$ cat src/rtl/branch_redirect_unit_if.sv
// Signal bundle between the branch resolution lanes, fetch redirect path and predictor update.
// The master side is the redirect unit; the slave side is the surrounding pipeline.
interface branch_redirect_unit_if #(
  parameter int unsigned LANES = 2,
  parameter int unsigned PC_W  = 9,
  parameter int unsigned CNT_W = 16
) ();
  logic [LANES-1:0]      res_valid;
  logic [LANES-1:0]      res_is_branch;
  logic [LANES-1:0]      res_pred;
  logic [LANES-1:0]      res_taken;
  logic [LANES*PC_W-1:0] res_pc_plus1;
  logic [LANES*PC_W-1:0] res_target;
  logic [LANES-1:0]      kill;
  logic                  redirect_valid;
  logic [PC_W-1:0]       redirect_pc;
  logic                  redirect_ready;
  logic                  flush;
  logic [LANES-1:0]      upd_valid;
  logic [LANES-1:0]      upd_taken;
  logic [LANES*PC_W-1:0] upd_pc;
  logic [CNT_W-1:0]      branch_cnt;
  logic [CNT_W-1:0]      mispred_cnt;

  modport master (
    input  res_valid, res_is_branch, res_pred, res_taken, res_pc_plus1, res_target,
    input  redirect_ready,
    output kill, redirect_valid, redirect_pc, flush,
    output upd_valid, upd_taken, upd_pc, branch_cnt, mispred_cnt
  );

  modport slave (
    output res_valid, res_is_branch, res_pred, res_taken, res_pc_plus1, res_target,
    output redirect_ready,
    input  kill, redirect_valid, redirect_pc, flush,
    input  upd_valid, upd_taken, upd_pc, branch_cnt, mispred_cnt
  );
endinterface

$ cat src/rtl/branch_redirect_unit.sv
// Resolves up to LANES branches per cycle, redirects fetch on the oldest mispredict,
// kills younger lanes, pulses flush, updates the predictor and keeps saturating statistics.
module branch_redirect_unit #(
  parameter int unsigned LANES = 2,
  parameter int unsigned PC_W  = 9,
  parameter int unsigned CNT_W = 16
) (
  input logic                  clk,
  input logic                  rst,
  branch_redirect_unit_if.master bus
);

  typedef enum logic {StIdle, StPend} state_e;

  state_e                state_q, state_d;
  logic [PC_W-1:0]       redirect_pc_q, redirect_pc_d;
  logic                  flush_q, flush_d;
  logic [LANES-1:0]      upd_valid_q, upd_taken_q;
  logic [LANES*PC_W-1:0] upd_pc_q, upd_pc_d;
  logic [CNT_W-1:0]      branch_cnt_q, branch_cnt_d;
  logic [CNT_W-1:0]      mispred_cnt_q, mispred_cnt_d;

  logic                  accept;
  logic [LANES-1:0]      cand, mp_raw, kill, eb, mp;
  logic                  found;
  logic [PC_W-1:0]       corr_pc;
  logic [CNT_W:0]        br_sum;

  assign accept = (state_q == StIdle);

  // Oldest mispredicting lane wins; every lane after it is wrong-path.
  always_comb begin
    found   = 1'b0;
    corr_pc = '0;
    kill    = '0;
    cand    = bus.res_valid & bus.res_is_branch & {LANES{accept}};
    mp_raw  = cand & (bus.res_taken ^ bus.res_pred);
    for (int i = 0; i < LANES; i++) begin
      if (found) begin
        kill[i] = 1'b1;
      end else if (mp_raw[i]) begin
        found   = 1'b1;
        corr_pc = bus.res_taken[i] ? bus.res_target[i*PC_W +: PC_W]
                                   : bus.res_pc_plus1[i*PC_W +: PC_W];
      end
    end
    eb = cand & ~kill;
    mp = mp_raw & ~kill;
  end

  always_comb begin
    upd_pc_d = '0;
    for (int i = 0; i < LANES; i++) begin
      upd_pc_d[i*PC_W +: PC_W] = bus.res_pc_plus1[i*PC_W +: PC_W] - PC_W'(1);
    end
  end

  // One extra bit catches the carry so the counter clamps instead of wrapping.
  always_comb begin
    br_sum = {1'b0, branch_cnt_q};
    for (int i = 0; i < LANES; i++) begin
      br_sum = br_sum + {{CNT_W{1'b0}}, eb[i]};
    end
    branch_cnt_d  = br_sum[CNT_W] ? {CNT_W{1'b1}} : br_sum[CNT_W-1:0];
    mispred_cnt_d = mispred_cnt_q;
    if (|mp && (mispred_cnt_q != {CNT_W{1'b1}})) begin
      mispred_cnt_d = mispred_cnt_q + CNT_W'(1);
    end
  end

  always_comb begin
    state_d       = state_q;
    redirect_pc_d = redirect_pc_q;
    flush_d       = 1'b0;
    unique case (state_q)
      StIdle: begin
        if (found) begin
          state_d       = StPend;
          redirect_pc_d = corr_pc;
          flush_d       = 1'b1;
        end
      end
      StPend: begin
        if (bus.redirect_ready) begin
          state_d = StIdle;
        end
      end
      default: state_d = StIdle;
    endcase
  end

  always_ff @(posedge clk or negedge rst) begin
    if (!rst) begin
      state_q       <= StIdle;
      redirect_pc_q <= '0;
      flush_q       <= 1'b0;
      upd_valid_q   <= '0;
      upd_taken_q   <= '0;
      upd_pc_q      <= '0;
      branch_cnt_q  <= '0;
      mispred_cnt_q <= '0;
    end else begin
      state_q       <= state_d;
      redirect_pc_q <= redirect_pc_d;
      flush_q       <= flush_d;
      upd_valid_q   <= eb;
      upd_taken_q   <= bus.res_taken & eb;
      upd_pc_q      <= upd_pc_d;
      branch_cnt_q  <= branch_cnt_d;
      mispred_cnt_q <= mispred_cnt_d;
    end
  end

  assign bus.kill           = kill;
  assign bus.redirect_valid = (state_q == StPend);
  assign bus.redirect_pc    = redirect_pc_q;
  assign bus.flush          = flush_q;
  assign bus.upd_valid      = upd_valid_q;
  assign bus.upd_taken      = upd_taken_q;
  assign bus.upd_pc         = upd_pc_q;
  assign bus.branch_cnt     = branch_cnt_q;
  assign bus.mispred_cnt    = mispred_cnt_q;

endmodule

$ cat src/flat_wrapper.sv
// flat-port wrapper written by rule: the top's interface ports become plain ports
module branch_redirect_unit_flat 
#(
  parameter int unsigned LANES = 2,
  parameter int unsigned PC_W  = 9,
  parameter int unsigned CNT_W = 16
)
  (clk, rst, bus_res_valid, bus_res_is_branch, bus_res_pred, bus_res_taken, bus_res_pc_plus1, bus_res_target, bus_redirect_ready, bus_kill, bus_redirect_valid, bus_redirect_pc, bus_flush, bus_upd_valid, bus_upd_taken, bus_upd_pc, bus_branch_cnt, bus_mispred_cnt);
  branch_redirect_unit_if #(.LANES(LANES), .PC_W(PC_W), .CNT_W(CNT_W)) bus_i ();
  input logic clk;
  input logic rst;
  input wire logic [$bits(bus_i.res_valid)-1:0] bus_res_valid;
  input wire logic [$bits(bus_i.res_is_branch)-1:0] bus_res_is_branch;
  input wire logic [$bits(bus_i.res_pred)-1:0] bus_res_pred;
  input wire logic [$bits(bus_i.res_taken)-1:0] bus_res_taken;
  input wire logic [$bits(bus_i.res_pc_plus1)-1:0] bus_res_pc_plus1;
  input wire logic [$bits(bus_i.res_target)-1:0] bus_res_target;
  input wire logic [$bits(bus_i.redirect_ready)-1:0] bus_redirect_ready;
  output wire logic [$bits(bus_i.kill)-1:0] bus_kill;
  output wire logic [$bits(bus_i.redirect_valid)-1:0] bus_redirect_valid;
  output wire logic [$bits(bus_i.redirect_pc)-1:0] bus_redirect_pc;
  output wire logic [$bits(bus_i.flush)-1:0] bus_flush;
  output wire logic [$bits(bus_i.upd_valid)-1:0] bus_upd_valid;
  output wire logic [$bits(bus_i.upd_taken)-1:0] bus_upd_taken;
  output wire logic [$bits(bus_i.upd_pc)-1:0] bus_upd_pc;
  output wire logic [$bits(bus_i.branch_cnt)-1:0] bus_branch_cnt;
  output wire logic [$bits(bus_i.mispred_cnt)-1:0] bus_mispred_cnt;
  assign bus_i.res_valid = bus_res_valid;
  assign bus_i.res_is_branch = bus_res_is_branch;
  assign bus_i.res_pred = bus_res_pred;
  assign bus_i.res_taken = bus_res_taken;
  assign bus_i.res_pc_plus1 = bus_res_pc_plus1;
  assign bus_i.res_target = bus_res_target;
  assign bus_i.redirect_ready = bus_redirect_ready;
  assign bus_kill = bus_i.kill;
  assign bus_redirect_valid = bus_i.redirect_valid;
  assign bus_redirect_pc = bus_i.redirect_pc;
  assign bus_flush = bus_i.flush;
  assign bus_upd_valid = bus_i.upd_valid;
  assign bus_upd_taken = bus_i.upd_taken;
  assign bus_upd_pc = bus_i.upd_pc;
  assign bus_branch_cnt = bus_i.branch_cnt;
  assign bus_mispred_cnt = bus_i.mispred_cnt;
  branch_redirect_unit #(.LANES(LANES), .PC_W(PC_W), .CNT_W(CNT_W)) u_core (.clk(clk), .rst(rst), .bus(bus_i));
endmodule
$ cat config.mk
export PLATFORM = sky130hd
export DESIGN_NAME = branch_redirect_unit_flat
export DESIGN_NICKNAME = d
export VERILOG_FILES = /design/src/rtl/branch_redirect_unit_if.sv /design/src/rtl/branch_redirect_unit.sv /design/src/flat_wrapper.sv
export SDC_FILE = /design/constraint.sdc
export NUM_CORES = 1
export LEC_CHECK = 0
export BUFFER_PORTS_ARGS = -buffer_cell sky130_fd_sc_hd__buf_2
export CORE_MARGIN = 3
export CORE_UTILIZATION = 56
export CTS_BUF_LIST = sky130_fd_sc_hd__clkbuf_2 sky130_fd_sc_hd__clkbuf_4 sky130_fd_sc_hd__clkbuf_8
export CTS_CLUSTER_DIAMETER = 60
export DETAILED_ROUTE_END_ITERATION = 6
export HOLD_SLACK_MARGIN = 0.03
export PLACE_DENSITY = 0.88
export SYNTH_ARGS = -nofsm -noshare
export SYNTH_HDL_FRONTEND = slang
export SYNTH_SLANG_ARGS = --single-unit
$ cat constraint.sdc
create_clock -name clk -period 7.3 [get_ports clk]
set_input_delay 0.365 -clock clk [delete_from_list [all_inputs] [get_ports clk]]
set_output_delay 0.365 -clock clk [all_outputs]
set_load 0.01 [all_outputs]
Yosys cells after proc, flatten, opt, wreduce, memory -nomap -nowiden --
Index checks and enable logic that the tools add are counted.
Cells by class: add/subtract/negate cells 5, equality and inequality tests 1, muxes and demuxes 14, bitwise operators 9, reductions and logical operators 3
Operators with widths (count):
- 9-bit two-way mux | 5
- 9-bit by 1-bit subtractor with 9-bit output (second input constant) | 2
- 16-bit by 1-bit adder with 17-bit output | 1
- 17-bit by 1-bit adder with 17-bit output | 1
- 16-bit by 1-bit adder with 16-bit output (second input constant) | 1
- 16-bit two-way mux | 1
- 16-bit != test (second input constant) | 1
- 2-bit AND | 6
- 1-bit two-way mux | 7
- 2-bit inverter | 1
- 1-bit one-hot mux with 2 select lines | 1
- 2-bit AND reduction | 1
- 2-bit OR reduction | 1
- 2-bit XOR | 1
- 1-bit logical AND | 1
- 1-bit inverter | 1
Storage, ports and cells: register bits 65, output and inout bits 67

Depth between registers and ports, before layout --
word-level depth 10, depth in mapped cells 14

Worst setup path after synthesis --
OpenSTA, ideal clock, no wires.
path type register to register, from reg u_core.state_q, in the netlist u_core.bus.redirect_valid, to reg u_core.branch_cnt_q[13], in the netlist u_core.bus.branch_cnt[13], arrival time 2.918 ns, setup slack 4.255 ns, stages on the path, launching flop included 15, buffers on the path 3, path through dfrtp_1 and3b_1 clkbuf_1 nor2b_1 xor2_1 ha_1 inv_1 nand2_1 ha_1 and4_1 clkbuf_1 nand4_1 buf_2 nand2_1 mux2_1
Between the ends: cells in the longest elaborated chain, start to end 9, elaborated cells between the ends (all ways) 10
Ends and longest elaborated chain:
- from (decl) | RTL line branch_redirect_unit.sv:15 | state_e state_q, state_d;
- from (signal assigned) | RTL line branch_redirect_unit.sv:94 | state_q <= StIdle;
- from (signal assigned) | RTL line branch_redirect_unit.sv:103 | state_q <= state_d;
- 1-bit inverter * | RTL line branch_redirect_unit.sv:29 | assign accept = (state_q == StIdle);
- 2-bit AND * | RTL line branch_redirect_unit.sv:36 | cand = bus.res_valid & bus.res_is_branch & {LANES{accept}};
- 2-bit AND | RTL line branch_redirect_unit.sv:37 | mp_raw = cand & (bus.res_taken ^ bus.res_pred);
- 1-bit two-way mux | RTL line branch_redirect_unit.sv:41 | end else if (mp_raw[i]) begin
- 1-bit two-way mux | RTL line branch_redirect_unit.sv:39 | if (found) begin
- 2-bit inverter | RTL line branch_redirect_unit.sv:47 | eb = cand & ~kill;
- 2-bit AND * | RTL line branch_redirect_unit.sv:47
- net u_core.eb[1] | RTL line branch_redirect_unit.sv:24 | logic [LANES-1:0] cand, mp_raw, kill, eb, mp;
- 17-bit by 1-bit adder with 17-bit output * | RTL line branch_redirect_unit.sv:62 | br_sum = br_sum + {{CNT_W{1'b0}}, eb[i]};
- 16-bit two-way mux * | RTL line branch_redirect_unit.sv:64 | branch_cnt_d = br_sum[CNT_W] ? {CNT_W{1'b1}} : br_sum[CNT_W-1:0];
- net u_core.branch_cnt_d[13] | RTL line branch_redirect_unit.sv:20 | logic [CNT_W-1:0] branch_cnt_q, branch_cnt_d;
- to (signal assigned) | RTL line branch_redirect_unit.sv:109 | branch_cnt_q <= branch_cnt_d;
- to (decl) | RTL line branch_redirect_unit.sv:20
The timed path passes the listed nets; every way through them passes the cells marked *. A chain may end at the register's enable or synchronous reset.

Worst setup path after layout --
Ends and elaborated chain as after synthesis.

==> impl_metrics.json <==
{
  "syn_to_final_growth_pct": 23.6,
  "multiInputGateArea_mm2": 0.00151,
  "syn_nets": 365,
  "cts_root_buf": "clkbuf_8",
  "clock_latency_ns": 0.34,
  "drt-initial-drc-count": 94,
  "drv_cap": 0,
  "yosysTopAreaCell": "dfrtp_1",
  "ys_seq_area_share_pct": 49.9,
  "setup_viol": 0,
  "final_cells": 498,
  "worstSetupStartpoint": "u_core.bus.redirect_valid$_DFF_PN0_",
  "status": "complete, no violations",
  "drtPass1Iterations": 4,
  "synth_xor_area_share_pct": 9.09,
  "relSlewSlack_pct": 21.0,
  "worst_ep_required_time_ns": 7.53,
  "gp_congestion": 0.822,
  "synth_top_family_by_area": "simple AND/OR/NAND/NOR gates",
  "drive_gt1_share_pct": 36.4,
  "syn_area_mm2": 0.00326,
  "ys_ff_latch": 65,
  "coreArea_mm2": 0.00557,
  "crit_path_end_kind": "flop",
  "ios": 114,
  "die_x_um": 82.3,
  "drc": 0,
  "viasPerCell": 5.50,
  "initial_core_util_pct": 58.5,
  "grt_pass1_vias": 2561,
  "synth_cell_type_count": 41,
  "cp-start-kind": "flop",
  "synth_fa_ha_area_share_pct": 1.92,
  "fillers": 409,
  "cts_inserted_buffers": 9,
  "regArea_mm2": 0.00163,
  "grt_usage_pct": 22.9,
  "ys_top_cells_by_area": "dfrtp_1, xor2_1, mux2_2, nand2_1, o21ai_0",
  "finalNetCount": 473,
  "dpl.hpwl_um": 5660,
  "grt_setup_unrepaired": "no",
  "fmax_ghz": 0.259,
  "power_density_mw_per_mm2": 257,
  "skew_ns": 0.00907,
  "fin_crit_sh_pct": 52.8,
  "final_hold_viol_count": 0,
  "fp-row-count": 27,
  "worstMarginPinSlew_ns": 1.17,
  "crit-reg2reg-launch": "u_core.bus.redirect_valid$_DFF_PN0_",
  "grt-ovfl-total": 0,
  "dpl.cell_count": 482,
  "post_cts_buffers": 0,
  "n_antenna_cell": 0,
  "synth.avg_cell_area_um2": 10.4,
  "syn-instance-count": 313,
  "period_needed_ns": 3.86,
  "clock-sinks": 65,
  "grt_pass1_wl_um": 11700,
  "crit_arrival_ns": 4.08,
  "dieArea_mm2": 0.00677,
  "clock_path_buffers": 2,
  "io_buffers": 112,
  "grt_max_degree": 66,
  "cts_resized": 0,
  "cp_max_fo": 20,
  "synth_compound_area_share_pct": 7.18,
  "wl_per_cell_um": 15.1,
  "die_h_um": 82.3,
  "p_leak_nw": 2.01,
  "holdBufCountCts": 0,
  "setup-tns-final_ns": 0,
  "vdd_ir_drop_max_uv": 166,
  "synth_top_area_share_pct": 49.9,
  "antenna_found_initial": 0,
  "htreeDepth": 3,
  "path_clk_slew_ns": 0.08,
  "vias": 2739,
  "cts_tree": "built",
  "routed_wl_um": 7520,
  "ys_warn_count": 0,
  "ant_nets": 0,
  "slew_violations": 0,
  "synth_simple_gate_area_share_pct": 19.6,
  "synthMuxAreaShare_pct": 8.33,
  "critPathKind": "reg2reg",
  "hp-class": "in2async"
}
-- synthesized netlist by cell type --
| master | number |
|---|---|
| dfrtp_1 | 65 |
| nand2_1 | 41 |
| xor2_1 | 25 |
| o21ai_0 | 23 |
| nand3_1 | 18 |
| mux2_2 | 16 |
| nor3_1 | 13 |
| inv_1 | 12 |
| mux2i_1 | 8 |
| nand4_1 | 8 |
| buf_2 | 7 |
| xnor2_1 | 7 |
| a21oi_1 | 6 |
| and4_1 | 6 |
| nor2_1 | 6 |
| nor4_1 | 6 |
| clkbuf_1 | 5 |
| ha_1 | 5 |
| and2_1 | 3 |
| and3_1 | 3 |
| nand2b_1 | 3 |
| nor3b_1 | 3 |
| nor4_2 | 3 |
| a2111oi_2 | 2 |
| clkbuf_2 | 2 |
| o2111ai_1 | 2 |
| a211oi_1 | 1 |
| a2bb2oi_2 | 1 |
| a31oi_1 | 1 |
| and3b_1 | 1 |
| buf_4 | 1 |
| buf_6 | 1 |
| conb_1 | 1 |
| mux2_1 | 1 |
| nand3b_1 | 1 |
| nand4_2 | 1 |
| nor2b_1 | 1 |
| nor4b_1 | 1 |
| o211ai_2 | 1 |
| or2_2 | 1 |
| xnor2_2 | 1 |
-- state kept, by name, summed over array words and instances, names as in the netlist --
register	count
u_core.bus.mispred_cnt	16
u_core.bus.upd_taken	2
u_core.bus.redirect_valid	1
u_core.bus.flush	1
u_core.bus.branch_cnt	16
u_core.bus.upd_valid	2
u_core.bus.redirect_pc	9
u_core.bus.upd_pc	18
-- critical path, cell delays in order, from the launching register on --
cell      delay, ns
dfrtp_1        0.41
nand3b_1       0.26
nor2_1         0.86
nor2b_1        0.20
xor2_1         0.21
ha_1           0.20
inv_1          0.22
nand2_1        0.09
ha_1           0.23
and4_1         0.29
nand4_1        0.39
nand2_1        0.10
mux2_1         0.30
-- layout by cell type, fill, tap and decap left out, types with 2 or more instances in the layout --
| cell | Yosys | layout |
|---|---|---|
| a2111oi_2 | 2 | 2 |
| a21oi_1 | 6 | 6 |
| and2_1 | 3 | 3 |
| and3_1 | 3 | 3 |
| and4_1 | 6 | 6 |
| buf_2 | 7 | 112 |
| clkbuf_8 | 0 | 9 |
| clkinv_2 | 0 | 2 |
| clkinvlp_4 | 0 | 3 |
| dfrtp_1 | 65 | 65 |
| ha_1 | 5 | 5 |
| inv_1 | 12 | 12 |
| mux2_2 | 16 | 16 |
| mux2i_1 | 8 | 8 |
| nand2_1 | 41 | 41 |
| nand2b_1 | 3 | 3 |
| nand3_1 | 18 | 18 |
| nand4_1 | 8 | 8 |
| nor2_1 | 6 | 6 |
| nor3_1 | 13 | 13 |
| nor3b_1 | 3 | 3 |
| nor4_1 | 6 | 6 |
| nor4_2 | 3 | 3 |
| o2111ai_1 | 2 | 2 |
| o21ai_0 | 23 | 23 |
| xnor2_1 | 7 | 7 |
| xor2_1 | 25 | 25 |
-- per-stage QoR --
stage | setup WS (ns) | hold WS, ns | power, mW | util (%) | instance area, um^2
5_1_grt | 3.11 | 0.212 | 1.09 | 72.3 | 4030
3_5_place_dp | 3.39 | 0.490 | 0.744 | 68.8 | 3840
6_report | 3.44 | 0.189 | 1.04 | 72.3 | 4030
4_1_cts | 3.49 | 0.207 | 1.04 | 72.3 | 4030
3_3_place_gp | 3.62 | 0.477 | 0.730 | 68.8 | 3840
2_1_floorplan | 4.25 | 0.0694 | 0.622 | - | 3260
-- layout make-up --
| class | instances | share of cell area [%] |
|---|---|---|
| clock inverters | 7 | 1.77 |
| repair buffers | 113 | 14.1 |
| clock buffers | 9 | 3.07 |
| multi-input cells | 220 | 37.4 |
| flip-flops and latches | 65 | 40.3 |
| well taps | 72 | 2.23 |
| inverters | 12 | 1.12 |
-- worst paths after layout --
check | endpoint | slack (ns) | depth (start not counted)
setup / recovery | u_core.bus.branch_cnt[13]$_DFF_PN0_ | 3.44 | 12
hold / removal | u_core.bus.upd_pc[17]$_DFF_PN0_ | 0.19 | 2
setup reg to reg | u_core.bus.branch_cnt[13]$_DFF_PN0_ | 3.44 | 12
hold reg to reg | u_core.bus.mispred_cnt[13]$_DFFE_PN0P_ | 0.49 | 1
max in group asynchronous | u_core.bus.redirect_pc[6]$_DFFE_PN0P_ | 6.58 | 2
min in group clk | u_core.bus.upd_pc[17]$_DFF_PN0_ | 0.22 | 2
-- cell families after synthesis --
group                    Yosys count
AND/OR/NAND/NOR                  119
flip-flops                        65
AO/OA/AOI/OAI                     37
XOR/XNOR                          33
buffers and inverters             28
multiplexers                      25
adder cells (fa/ha/maj)            5
other                              1
-- per-layer routing --
metal	share of wire, %	vias up	routed length, um	GRT usage (%)
li1	-	1309	-	-
met1	42	1296	3170	30.0
met2	48	116	3600	35.6
met3	7.6	18	573	5.31
met4	2.2	0	168	11.6
met5	0	-	0	0
-- power by group --
| group | switching, mW | internal [mW] | leakage [nW] |
|---|---|---|---|
| registers | 0.0707 | 0.423 | 0.803 |
| clock network | 0.143 | 0.157 | 0.0912 |
| logic | 0.134 | 0.109 | 1.11 |
| total | 0.348 | 0.688 | 2.01 |
(Power assumes the default switching activity.)
